**src/rtl/fft_frame_tx.sv**
```systemverilog
// fft_frame_tx: packs real/imag sample pairs into 50-bit words, collects
// them into frames held in a ping-pong buffer, and streams each complete
// frame to the FFT in natural or bit-reversed order over valid/ready.
module fft_frame_tx #(
  parameter int HALF_WIDTH  = 25,
  parameter int DATA_WIDTH  = 50,
  parameter int FRAME_LEN   = 8,
  parameter int BIT_REVERSE = 0
) (
  input  logic                  clk_i,
  input  logic                  rst_i,
  input  logic [HALF_WIDTH-1:0] re_i,
  input  logic [HALF_WIDTH-1:0] im_i,
  input  logic                  wr_valid_i,
  output logic                  wr_ready_o,
  output logic [DATA_WIDTH-1:0] signal_o,
  output logic                  valid_o,
  input  logic                  ready_i,
  output logic                  last_o
);

  localparam int CW = $clog2(FRAME_LEN);
  localparam logic [CW-1:0] LAST_IDX = CW'(FRAME_LEN - 1);

  logic [DATA_WIDTH-1:0] mem [2][FRAME_LEN];
  logic [1:0]            full;
  logic [1:0]            full_next;
  logic                  wr_bank;
  logic                  rd_bank;
  logic [CW-1:0]         wr_cnt;
  logic [CW-1:0]         rd_cnt;
  logic [CW-1:0]         rd_idx;
  logic                  wr_fire;
  logic                  rd_fire;

  function automatic logic [CW-1:0] bitrev(input logic [CW-1:0] v);
    logic [CW-1:0] r;
    for (int i = 0; i < CW; i++) begin
      r[i] = v[CW-1-i];
    end
    return r;
  endfunction

  // A bank accepts writes only while it is not holding an unread frame, and
  // the read side is valid only while its bank holds a complete frame, so the
  // full flags alone keep writer and reader on different banks.
  assign wr_ready_o = !full[wr_bank];
  assign valid_o    = full[rd_bank];
  assign wr_fire    = wr_valid_i && wr_ready_o;
  assign rd_fire    = valid_o && ready_i;
  assign rd_idx     = (BIT_REVERSE != 0) ? bitrev(rd_cnt) : rd_cnt;
  assign signal_o   = valid_o ? mem[rd_bank][rd_idx] : '0;
  assign last_o     = valid_o && (rd_cnt == LAST_IDX);

  // Sample storage; not reset because the full flags and output gating hide stale contents.
  always_ff @(posedge clk_i) begin
    if (wr_fire) begin
      mem[wr_bank][wr_cnt] <= DATA_WIDTH'({re_i, im_i});
    end
  end

  // Full-flag update: a write can fill one bank while a read drains the other on the same edge.
  always_comb begin
    full_next = full;
    if (wr_fire && (wr_cnt == LAST_IDX)) begin
      full_next[wr_bank] = 1'b1;
    end
    if (rd_fire && (rd_cnt == LAST_IDX)) begin
      full_next[rd_bank] = 1'b0;
    end
  end

  // Bank pointers, counters and full flags; reset discards every partial or queued frame.
  always_ff @(posedge clk_i or posedge rst_i) begin
    if (rst_i) begin
      full    <= '0;
      wr_bank <= 1'b0;
      rd_bank <= 1'b0;
      wr_cnt  <= '0;
      rd_cnt  <= '0;
    end else begin
      full <= full_next;
      if (wr_fire) begin
        wr_cnt <= wr_cnt + CW'(1);
        if (wr_cnt == LAST_IDX) begin
          wr_bank <= ~wr_bank;
        end
      end
      if (rd_fire) begin
        rd_cnt <= rd_cnt + CW'(1);
        if (rd_cnt == LAST_IDX) begin
          rd_bank <= ~rd_bank;
        end
      end
    end
  end

endmodule

```
**config.mk**
```make
export PLATFORM = sky130hd
export DESIGN_NAME = fft_frame_tx
export DESIGN_NICKNAME = d
export VERILOG_FILES = /design/src/rtl/fft_frame_tx.sv
export SDC_FILE = /design/constraint.sdc
export NUM_CORES = 1
export LEC_CHECK = 0
export CAP_MARGIN = 20
export CORE_ASPECT_RATIO = 1.75
export CORE_UTILIZATION = 40
export DETAILED_ROUTE_END_ITERATION = 7
export SETUP_SLACK_MARGIN = 0.1
export SLEW_MARGIN = 5
export SYNTH_ARGS = -nofsm -noshare
export SYNTH_HDL_FRONTEND = slang
export SYNTH_SLANG_ARGS = --single-unit
export TNS_END_PERCENT = 20
```
**constraint.sdc**
```tcl
create_clock -name clk_i -period 7.8 [get_ports clk_i]
set_input_delay 2.34 -clock clk_i [delete_from_list [all_inputs] [get_ports clk_i]]
set_output_delay 2.34 -clock clk_i [all_outputs]
set_load 0.02 [all_outputs]
```
== Word-level counts from Yosys, hierarchy flattened ==
Memory sizes are Yosys's and may differ from the RTL's.
Cells that the tools add are included.
Operators by class
  add/subtract/negate cells: 2
  $lt $le $gt $ge: 7
  eq/ne operators: 2
  multiplexer cells: 18
  bitwise operators: 7
  reductions and logical operators: 11
Operators with widths (count)
  two-way mux 400 bit: 1
  two-way mux 50 bit: 4
  binary-select mux 50 bit (select 3 bit): 1
  demux 50 bit (select 3 bit): 1
  >= comparator 4 bit (second input constant): 2
  logical AND 1 bit: 8
  inverter 3 -> 4 bit: 2
  two-way mux 1 bit: 7
  adder 3 x 1 -> 3 bit (second input constant): 2
  equality test 3 bit (second input constant): 2
  < comparator 1 x 2 -> 1 bit (second input constant): 2
  < comparator 4 x 1 -> 1 bit (second input constant): 1
  two-way mux 2 bit: 2
  AND reduction 2 bit: 2
  AND 2 bit: 1
  demux 1 bit (select 1 bit): 2
  >= comparator 1 bit (second input constant): 2
  inverter 1 bit: 2
  inverter 2 bit: 1
  bitwise OR 2 bit: 1
  zero test 1 bit: 1
Storage, ports and cells
  register bits: 10
  memory bits (writable): 800
  bits of input ports: 54
  output and inout bits: 53
  logic and storage cells: 53
  memories kept: 1
Memories
  mem: depth 2, width 400, read ports 1, clocked after memory_dff 0, write ports 1, line 25  | logic [DATA_WIDTH-1:0] mem [2][FRAME_LEN];

== Longest topological paths before layout ==
  word-level depth: 8
  depth in mapped cells: 7
  gate-level depth less buffers: 5

== Worst setup path after synthesis ==
Ideal clock, no wire load.
  path kind: input port to flip-flop
  from: in wr_valid_i
  to: mem mem[0][250] in the netlist's numbering (enable)
  setup time: 0.581 ns
  data arrival time: 7.332 ns
  data required time: 7.219 ns
  path slack: -0.113 ns
  stages on the path: 2
  buffers on the path: 0
  cell sequence: nand2_1 nor4_1
On the way
  longest elaborated chain between the ends: 3
RTL lines
  start, declared: line 14  | input logic wr_valid_i,
  logical AND 1 bit: line 49  | assign wr_fire = wr_valid_i && wr_ready_o;
  two-way mux 1 bit: line 57  | if (wr_fire) begin
  two-way mux 400 bit (not written as such): line 58  | mem[wr_bank][wr_cnt] <= DATA_WIDTH'({re_i, im_i});
  end, declared: line 25
No other way between the ends.

== Worst setup path after layout ==
  from: reg rd_cnt[2]
  to: out signal_o[29]
On the way
  longest elaborated chain between the ends: 5
RTL lines
  start, declared: line 31  | logic [CW-1:0] rd_cnt;
  start signal, assigned: line 90  | rd_cnt <= rd_cnt + CW'(1);
  inverter 3 -> 4 bit (not written as such): line 52  | assign signal_o = valid_o ? mem[rd_bank][rd_idx] : '0;
  binary-select mux 50 bit (select 3 bit): line 52
  two-way mux 50 bit (not written as such) (2 in series): line 52
  two-way mux 50 bit: line 52
  end, declared: line 16  | output logic [DATA_WIDTH-1:0] signal_o,
No other way between the ends. The select of a mux whose other input is x is not followed.

==> reports/results.txt <==
Syn_nets = 1,346
Status = completed
Fraction of layout instances using a drive strength above 1 = 23.4%
Hold buffers post-CTS = 0
Buf/Inv on CP = 2
EDFF count, synth = 800
CP max-delay cell = dfrtp_4
Netlist Area Pre-Place = 30,700 um^2
Leak Pwr = 10.7 nW
WP depth = 5
DR iter-0 viols = 1,030
Hold Vio Cnt, Final = 0
First-pass GRT wire length = 102,000 um
Hold path cells = 1
# setup viols final = 0
Multiplexer share of the synthesized area = 16.6%
Critical path endpoint category = output port
Die Width = 211 um
Vias = 13.8k
Crit-path cells = nor3b_4 > buf_4 > a22oi_1 > o21ai_1 > clkdlybuf4s50_1
Core area = 76,100 um^2
Die Y = 368 um
Mean area per synthesized cell = 23.8 um^2
Clock share of power = 25.8%
Via count of the first global-routing pass = 14.8k
Post-synth ARST share = 1.23%
Crit-path max cell delay = 1.11 ns
Worst-case clock buffer depth = 3
Post-synthesis register bit count = 810
Post-CTS Repair Setup Buffers = 0
Clock root cell = clkbuf_16
H-tree Lvls = 3
NetSw = 0.00382 W
Post-route minimum period = 6.37 ns
Req. time, crit path = 5.46 ns
Kind of cell adding the most delay to the critical path = buffers and inverters
WS Path Type = reg2out
Critical Path Source Type = flip-flop
Max Cap Viol = 0
Clock buffer count from CTS = 69
Post-CTS Resized = 0
Pre-CTS setup slack = 2.04 ns
Fin crit share = 81.6%
Relative slew slack = 25.5%
Fmax = 157 MHz
Utilization after layout = 46.1%
CP startpoint = rd_cnt[2]
DRC viols = 0
Post-synthesis cell count = 1,288
All-Layer GR Usage = 18.5%
Fin. max-slew vios = 0
Setup WS post-layout = 1.43 ns
Boundary Pins = 107
DP HPWL = 37,600 um
Combinational share of power = 30.0%
Placed insts = 2,379
Area Overhead vs Synth = 14.4%
Share of the synthesized area in the top cell type = 78.3%
Post-synthesis sequential area ratio = 79.1%
Clock Pin Slew Worst Setup and Hold Paths = 0.06 ns
FF+latch area = 24,300 um^2
CP Max Fanout = 47
Sw Share = 30.7%
Dominant synthesized flop cell = edfxtp_1
Reg-to-Reg Start = wr_bank
Post-synthesis xor/xnor area fraction = 0.0856%
Largest net degree at the start of global routing = 90
Overall power = 0.0124 W
Worst Path Arrival = 4.03 ns
Clk Latency, worst-skew pair = 0.61 ns
PD cells = 354 nW/um^2
Layout Nets = 1,488
Final Instance Count excl. Fillers = 2,494
Synth cell types = 37
RSZ-0062 raised after global routing = no
Reg power frac = 44.1%
Row cnt = 134
Clock Skew = 0.0142 ns
Number of fill cells in the layout = 6,385
GR Overflow Total = 0
Starting Density = 40.3%
Compound-Gate Fraction of Synth Area = 2.16%
Multi-input logic area = 6150 um^2
Min-delay src = wr_cnt[1]
Synth Area in Adders = 0.163%
Least-Margin Pin Slew = 1.12 ns
Worst reg-to-reg path cell count = 4
Ranking of synthesized cells by area = edfxtp_1 78%, mux4_2 15%, mux2i_1 1.7%
TritonCTS clock tree = done
Initial antenna violation count = 5
CTS Sinks = 810
DR WL/cell = 28.1 um
Die area = 77,900 um^2
Largest family of logic cells by synthesized area = multiplexers
Post-route ant nets = 0
GPL Wtd Cong = 0.719
Vias/cell = 5.52
Worst vdd ir = 0.241 mV
Largest area contributor in the netlist = edfxtp_1
P_int = 0.00862 W
Drt pass-1 iters = 5
R2R Setup Slk = 4.32 ns
Simple-gate portion of the synthesized area = 0.677%
Synthesis Warnings = 0
HP Class = reg2reg
Final wirelength = 70,200 um
Buffers on Ports = 106
Hold WS = 0.596 ns
[synth_stat cells (2+ instances only)]
library cell,count
edfxtp_1,800
mux4_2,199
mux2i_1,52
o21ai_1,50
a22oi_1,48
clkbuf_1,28
buf_2,17
nor2_1,12
buf_4,11
dfrtp_1,10
buf_6,9
nand2_1,5
a21oi_1,4
ha_1,4
mux2_1,4
nor4_1,4
buf_1,3
nand2b_1,3
xnor2_1,3
a31oi_1,2
and3_1,2
nand3_1,2
nand4b_1,2
[final timing paths]
| check | to |
|---|---|
| hold reg to reg | wr_cnt[1] |
| hold / removal | wr_cnt[1] |
| setup reg to reg | mem[0][3] |
| max in group asynchronous | rd_bank |
| min in group asynchronous | rd_cnt[1] |
| setup / recovery | signal_o[29] |
[kinds of logic after synthesis]
group,after synthesis
XOR/XNOR,3
AO/OA/AOI/OAI,107
buffers and inverters,70
flip-flops,810
adder cells (fa/ha/maj),4
AND/OR/NAND/NOR,37
multiplexers,257
[cells in the final DEF, fill, tap and decap left out, drive strengths merged]
cell | synthesis | final
nand4b | 2 | 2
bufinv | 0 | 2
a2111oi | 1 | 1
and3 | 2 | 2
edfxtp | 800 | 800
clkinv | 0 | 23
mux4 | 199 | 199
clkinvlp | 0 | 1
nand2 | 5 | 5
xnor2 | 3 | 3
nand2b | 3 | 3
or3 | 1 | 1
and2 | 1 | 1
nand4 | 1 | 1
clkbuf | 28 | 87
mux2i | 53 | 53
nor4 | 4 | 4
a21oi | 4 | 4
nor2b | 1 | 1
dfrtp | 10 | 10
inv | 2 | 3
o31ai | 1 | 1
ha | 4 | 4
buf | 40 | 33
nand3 | 2 | 2
a31oi | 2 | 2
nor2 | 12 | 12
clkdlybuf4s50 | 0 | 106
a22oi | 48 | 48
diode | 0 | 1
nor3b | 1 | 1
mux2 | 5 | 5
nor3 | 1 | 1
or2 | 1 | 1
o21ai | 51 | 51
[layout make-up]
type | count | share of cell area, %
clock inverter | 27 | 0.513
antenna | 1 | 0.00713
inverter | 2 | 0.0214
clock buffer | 87 | 5.23
multi-input combinational | 408 | 17.5
sequential | 810 | 69.1
tap | 1020 | 3.63
timing repair buffer | 139 | 3.93
[flip-flops by register name (all words and copies together), names as in the netlist]
signal   cells
mem        800
rd_cnt       3
wr_bank      1
wr_cnt       3
rd_bank      1
full         2
[through the flow]
| step | TNS, ns | instance area, um^2 |
|---|---|---|
| floorplan | -22.67 | 30700 |
| global placement | 0 | 33100 |
| detailed placement | 0 | 33100 |
| CTS | 0 | 35100 |
| global route | 0 | 35100 |
| finish | 0 | 35100 |
[power by group through the flow]
stage / clock network [W] / registers (W) / logic [W]
finish: 0.00321 / 0.00549 / 0.00373
global route: 0.00343 / 0.00552 / 0.00397
CTS: 0.00329 / 0.00549 / 0.00384
detailed placement: 0 / 0.00559 / 0.00382
global placement: 0 / 0.00557 / 0.00382
floorplan: 0 / 0.00535 / 0.00259
[layer usage]
| metal | up-vias | part of all wire, % | routed length, um | GRT usage (%) |
|---|---|---|---|---|
| met3 | 100 | 4.2 | 2920 | 3.35 |
| met5 | - | 0.054 | 38 | 0 |
| li1 | 5791 | - | - | - |
| met4 | 6 | 2.4 | 1650 | 5.99 |
| met2 | 305 | 54 | 38000 | 33.1 |
| met1 | 7555 | 39 | 27600 | 22.4 |
Note: power is estimated with default switching activity, not from simulation.
